**config.mk**
```make
export PLATFORM = sky130hd
export DESIGN_NAME = bsg_manycore_store_credit_ctrl_flat
export DESIGN_NICKNAME = d
export VERILOG_FILES = /design/src/rtl/bsg_manycore_store_credit_ctrl_if.sv /design/src/rtl/bsg_manycore_store_credit_ctrl.sv /design/src/flat_wrapper.sv
export SDC_FILE = /design/constraint.sdc
export NUM_CORES = 1
export LEC_CHECK = 0
export BUFFER_PORTS_ARGS = -buffer_cell sky130_fd_sc_hd__buf_2
export CORE_MARGIN = 4
export CORE_UTILIZATION = 48
export CTS_CLUSTER_DIAMETER = 60
export DETAILED_ROUTE_END_ITERATION = 6
export PLACE_DENSITY = 0.77
export RECOVER_POWER = 100
export SLEW_MARGIN = 10
export SYNTH_ARGS = -nofsm -noshare
export SYNTH_HDL_FRONTEND = slang
export SYNTH_SLANG_ARGS = --single-unit
```
**constraint.sdc**
```tcl
create_clock -name clk_i -period 1.9 [get_ports clk_i]
set_clock_uncertainty 0.05 [all_clocks]
set_input_delay 0 -clock clk_i [delete_from_list [all_inputs] [get_ports clk_i]]
set_output_delay 0 -clock clk_i [all_outputs]
set_load 0.01 [all_outputs]
```
**src/rtl/bsg_manycore_store_credit_ctrl_if.sv**
```systemverilog
// bsg_manycore_store_credit_ctrl_if: store issue, return, fence and freeze handshake signals
interface bsg_manycore_store_credit_ctrl_if;
    logic freeze_i;
    logic req_v_i;
    logic req_ready_o;
    logic out_v_o;
    logic out_ready_i;
    logic ret_v_i;
    logic ret_ready_o;
    logic fence_v_i;
    logic fence_yumi_o;
    modport master (
        output freeze_i, req_v_i, out_ready_i, ret_v_i, fence_v_i,
        input  req_ready_o, out_v_o, ret_ready_o, fence_yumi_o
    );
    modport slave (
        input  freeze_i, req_v_i, out_ready_i, ret_v_i, fence_v_i,
        output req_ready_o, out_v_o, ret_ready_o, fence_yumi_o
    );
endinterface

```
**src/rtl/bsg_manycore_store_credit_ctrl.sv**
```systemverilog
// bsg_manycore_store_credit_ctrl: credit-gates remote stores, counts acks, drains on fence
module bsg_manycore_store_credit_ctrl #(
    parameter int max_out_p = 16,
    parameter int perf_width_p = 16,
    localparam int cntr_width_lp = $clog2(max_out_p + 1)
) (
    input  logic                     clk_i,
    input  logic                     reset_n_i,
    bsg_manycore_store_credit_ctrl_if.slave bus,
    output logic [cntr_width_lp-1:0] out_cnt_o,
    output logic [perf_width_p-1:0]  fence_cycles_o,
    output logic                     err_o
);
    typedef enum logic [1:0] {idle_s, drain_s, done_s} state_e;
    state_e state_r, state_n;
    logic [cntr_width_lp-1:0] cnt_r, cnt_n;
    logic allow, issue, underflow;
    // Credit check uses the registered count, so a same-cycle return frees a slot only next cycle
    always_comb begin
        allow = (state_r == idle_s) & ~bus.fence_v_i & ~bus.freeze_i & (cnt_r < cntr_width_lp'(max_out_p));
        bus.out_v_o = bus.req_v_i & allow;
        bus.req_ready_o = allow & bus.out_ready_i;
        bus.ret_ready_o = 1'b1;
        bus.fence_yumi_o = state_r == done_s;
        issue = bus.out_v_o & bus.out_ready_i;
        underflow = bus.ret_v_i & ~issue & (cnt_r == '0);
        cnt_n = (issue & ~bus.ret_v_i) ? cnt_r + cntr_width_lp'(1)
              : (bus.ret_v_i & ~issue & (cnt_r != '0)) ? cnt_r - cntr_width_lp'(1)
              : cnt_r;
        state_n = (state_r == idle_s) ? (bus.fence_v_i ? ((cnt_r == '0) ? done_s : drain_s) : idle_s)
                : (state_r == drain_s) ? ((cnt_n == '0) ? done_s : drain_s)
                : idle_s;
    end
    always_ff @(posedge clk_i or negedge reset_n_i) begin
        if (!reset_n_i) begin
            state_r <= idle_s;
            cnt_r <= '0;
            err_o <= 1'b0;
            fence_cycles_o <= '0;
        end else begin
            state_r <= state_n;
            cnt_r <= cnt_n;
            err_o <= err_o | underflow;
            if (state_r == drain_s && ~&fence_cycles_o)
                fence_cycles_o <= fence_cycles_o + perf_width_p'(1);
        end
    end
    assign out_cnt_o = cnt_r;
    a_out_v_needs_req: assert property (@(posedge clk_i) disable iff (!reset_n_i) bus.out_v_o |-> bus.req_v_i);
    a_cnt_bounded: assert property (@(posedge clk_i) disable iff (!reset_n_i) cnt_r <= cntr_width_lp'(max_out_p));
endmodule

```
**src/flat_wrapper.sv**
```systemverilog
// flat-port wrapper written by rule: the top's interface ports become plain ports
module bsg_manycore_store_credit_ctrl_flat 
#(
    parameter int max_out_p = 16,
    parameter int perf_width_p = 16,
    localparam int cntr_width_lp = $clog2(max_out_p + 1)
)
  (clk_i, reset_n_i, out_cnt_o, fence_cycles_o, err_o, bus_freeze_i, bus_req_v_i, bus_out_ready_i, bus_ret_v_i, bus_fence_v_i, bus_req_ready_o, bus_out_v_o, bus_ret_ready_o, bus_fence_yumi_o);
  bsg_manycore_store_credit_ctrl_if bus_i ();
  input  logic clk_i;
  input  logic reset_n_i;
  output logic [cntr_width_lp-1:0] out_cnt_o;
  output logic [perf_width_p-1:0] fence_cycles_o;
  output logic err_o;
  input wire logic [$bits(bus_i.freeze_i)-1:0] bus_freeze_i;
  input wire logic [$bits(bus_i.req_v_i)-1:0] bus_req_v_i;
  input wire logic [$bits(bus_i.out_ready_i)-1:0] bus_out_ready_i;
  input wire logic [$bits(bus_i.ret_v_i)-1:0] bus_ret_v_i;
  input wire logic [$bits(bus_i.fence_v_i)-1:0] bus_fence_v_i;
  output wire logic [$bits(bus_i.req_ready_o)-1:0] bus_req_ready_o;
  output wire logic [$bits(bus_i.out_v_o)-1:0] bus_out_v_o;
  output wire logic [$bits(bus_i.ret_ready_o)-1:0] bus_ret_ready_o;
  output wire logic [$bits(bus_i.fence_yumi_o)-1:0] bus_fence_yumi_o;
  assign bus_i.freeze_i = bus_freeze_i;
  assign bus_i.req_v_i = bus_req_v_i;
  assign bus_i.out_ready_i = bus_out_ready_i;
  assign bus_i.ret_v_i = bus_ret_v_i;
  assign bus_i.fence_v_i = bus_fence_v_i;
  assign bus_req_ready_o = bus_i.req_ready_o;
  assign bus_out_v_o = bus_i.out_v_o;
  assign bus_ret_ready_o = bus_i.ret_ready_o;
  assign bus_fence_yumi_o = bus_i.fence_yumi_o;
  bsg_manycore_store_credit_ctrl #(.max_out_p(max_out_p), .perf_width_p(perf_width_p)) u_core (.clk_i(clk_i), .reset_n_i(reset_n_i), .bus(bus_i), .out_cnt_o(out_cnt_o), .fence_cycles_o(fence_cycles_o), .err_o(err_o));
endmodule
```
==> impl_metrics.yaml <==
drt:
  vias: 1314
  firstDrtPassIters: 4
  vias_per_cell: 5.64
  drtAntennaViolNets: 0
  drc: 0
  drt-wirelength-per-cell_um: 15.4
  wl_mm: 3.59
  drt_iter0_drc: 63
clock_tree:
  clockBufferDepth: 2
  cts_tree: "built"
  clock_sinks: 24
  htreeDepth: 1
  clock-root-buffer: "clkbuf_4"
  cts_made_buffers: 3
  insertion_delay_ns: 0.31
  clk_pin_slew_ns: 0.12
layout:
  layout_commonest_cell: "buf_4"
  diodes: 0
  final_core_util_pct: 68.9
  final_cell_mix: "buf_4, dfrtp_1, buf_2"
  drive_gt1_share_pct: 38.6
  fin_cells: 233
  nNetsFinal: 214
  synthToLayoutAreaGrowth_pct: 35.0
  n_fill_cell: 231
logic_synthesis:
  synth_seq_cells: 24
  synth_flop_cell: "dfrtp_1"
  synth_fp_nets: 150
  synth-edff-count: 0
  ys_warn_count: 0
  synthAdderAreaFrac_pct: 3.50
  synth_top_family_by_area: "simple AND/OR/NAND/NOR gates"
  async_reset_ff_share_pct: 100
  synth_xor_area_share_pct: 11.0
  syn_inst: 139
  synth_compound_area_share_pct: 9.44
  synth_area_sq_mm: 0.00143
  yosys.cell_types.count: 49
  syn_area_per_cell_sq_um: 10.3
  synthMuxAreaShare_pct: 2.97
  yosys.area_share.simple_pct: 26.8
  synth-seq-area-share_pct: 42.0
power:
  p_sw_mw: 1.10
  internal_power_mw: 1.58
  clkPwrFrac_pct: 9.9
  seq_power_share_pct: 31.2
  power.density_mw_per_mm2: 1380
  netSwitchingFraction_pct: 41.0
  peakVddDrop_v: 0.000864
  power_leakage_nw: 0.919
  combPwrFrac_pct: 58.9
place:
  dpl.hpwl_mm: 2.76
  dp_cells: 223
  io_buffers: 31
  gp_congestion: 0.805
die:
  dieArea_sq_mm: 0.00392
  start_util_pct: 51.0
  num_io_pins: 33
  core_region_area_sq_mm: 0.00281
  die_h_um: 62.6
  die_w_um: 62.6
  row_count: 19
job:
  maxCapViolCount: 0
timing:
  hold_violations: 0
  rsz0062_at_grt: "yes"
  setup-violations-final: 3
  worst_slack_ns: -0.143
  slew_violations: 0
  tightest_slew_ns: 1.24
  period_share_pct: 108
  maxSlewHeadroom_pct: 17.6
  clock.fmax_ghz: 0.490
  finalWorstPathRequiredPeriod_ns: 2.04
worst_setup_path:
  start_kind: "flop"
  endpoint_kind: "flop"
  r2r_start: "u_core.out_cnt_o[1]"
  worstPathArrival_ns: 2.21
  r2r_cells: 7
  critPathRequiredTime_ns: 2.07
  rr_endpoint: "u_core.state_r[1]"
  criticalPathCategory: "flop to flop"
  r2r_slack_ns: -0.14
  crit_fanout: 3
worst_hold_path:
  worstHoldPathType: "primary input to flop"
  hold_path_end: "u_core.out_cnt_o[4]"
  hp-start: "bus_req_v_i"
  min_path_cells: 4
run_status:
  status: "complete, but fails checks"
  violations: "negative setup slack"
global_routing:
  grt_pass1_vias: 1351
  antenna_found_initial: 0
  grt_max_degree: 25
  grtUsageTotal_pct: 18.9
  grt_pass1_wl_mm: 6.12
  grt_overflow: 0
## stage by stage
| stage | power (mW) | hold slack [ns] | setup slack [ns] | cell area (sq um) | TNS, ns |
|---|---|---|---|---|---|
| global route | 2.87 | 0.0441 | -0.252 | 1930 | -0.979 |
| CTS | 2.61 | 0.0349 | -0.0967 | 1900 | -0.186 |
| finish | 2.67 | 0.0541 | -0.143 | 1930 | -0.241 |
| floorplan | 1.66 | -0.346 | -0.100 | 1470 | -0.149 |
| global placement | 2.19 | -0.0490 | -0.0424 | 1830 | -0.0767 |
| detailed placement | 2.29 | -0.0432 | -0.120 | 1830 | -0.216 |
## what timing repair did
item                                    CTS  global route
pin swaps                                 6             2
endpoints found under the setup margin    9            14
hold buffers                              1             0
setup buffers                             2             4
endpoints found under the hold margin    24             0
cloned                                    0             0
gates resized for setup                   3             6
## synthesized netlist by cell type, drive strengths merged (2+ instances only)
| master | number | area share, % |
|---|---|---|
| nor2 | 6 | 1.6 |
| a21oi | 3 | 1.3 |
| ha | 4 | 3.5 |
| nor4b | 2 | 1.2 |
| mux2i | 2 | 1.4 |
| buf | 4 | 2.2 |
| nand3 | 5 | 2.1 |
| and3 | 3 | 1.3 |
| xnor2 | 5 | 3.1 |
| nand4b | 2 | 1.2 |
| nor3 | 9 | 3.5 |
| and2b | 2 | 1.0 |
| xor2 | 13 | 8.0 |
| o31ai | 3 | 2.5 |
| nor4 | 6 | 2.6 |
| nor2b | 2 | 0.87 |
| nand4 | 5 | 2.6 |
| inv | 6 | 1.6 |
| nand2 | 11 | 2.9 |
| or4b | 2 | 1.7 |
| dfrtp | 24 | 42 |
| mux2 | 2 | 1.6 |
## worst max-delay path by stage
stage | to | start
after floorplan | u_core.state_r[1] | u_core.out_cnt_o[0]
after global placement | u_core.state_r[0] | u_core.out_cnt_o[1]
after detailed placement | u_core.state_r[0] | u_core.out_cnt_o[1]
after CTS | u_core.state_r[0] | u_core.out_cnt_o[1]
after global routing | u_core.state_r[1] | u_core.out_cnt_o[0]
final | u_core.state_r[1] | u_core.out_cnt_o[1]
## cell families (layout without fill, tap and decap cells)
group / after synthesis / in the layout
other: 1 / 1
adders and majority gates: 4 / 4
buffers and inverters: 11 / 74
and+or+nand+nor: 63 / 63
AOI/OAI and AO/OA: 14 / 14
DFF: 24 / 24
muxes: 4 / 4
xor gates and xnor gates: 18 / 18
## layer usage
| metal | up-vias | part of all wire (%) | global-route usage, % |
|---|---|---|---|
| li1 | 627 | - | - |
| met1 | 645 | 43 | 24.3 |
| met4 | 0 | 1.3 | 7.16 |
| met2 | 36 | 50 | 30.2 |
| met3 | 6 | 5.1 | 5.04 |
| met5 | - | 0 | 0 |
## area by class of cell
type	instances	area [sq um]	area share, %
repair buffers	64	387	20.0
inverters	6	22.5	1.17
clock buffers	4	36.3	1.88
multi-input cells	104	843	43.7
well taps	31	38.8	2.01
flip-flops and latches	24	604	31.3
## sequential cells by signal, indices dropped and copies added, names as in the netlist
name and count:
u_core.out_cnt_o 5, u_core.state_r 2, u_core.fence_cycles_o 16, u_core.err_o 1
## power by group through the flow
stage	Sequential [mW]	Clock [mW]	Combinational, mW
finish	0.835	0.264	1.57
global route	0.855	0.294	1.72
CTS	0.830	0.274	1.51
detailed placement	0.839	0	1.45
global placement	0.821	0	1.37
floorplan	0.913	0	0.749
## worst max-delay path, cell delays in order, from the launching register on
cell	delay, ns
dfrtp_2	0.43
inv_2	0.08
ha_4	0.14
or4b_4	0.48
a32o_1	0.27
o22ai_2	0.21
a21oi_2	0.07
a41o_1	0.21
Note: power is estimated with default switching activity, not from simulation.
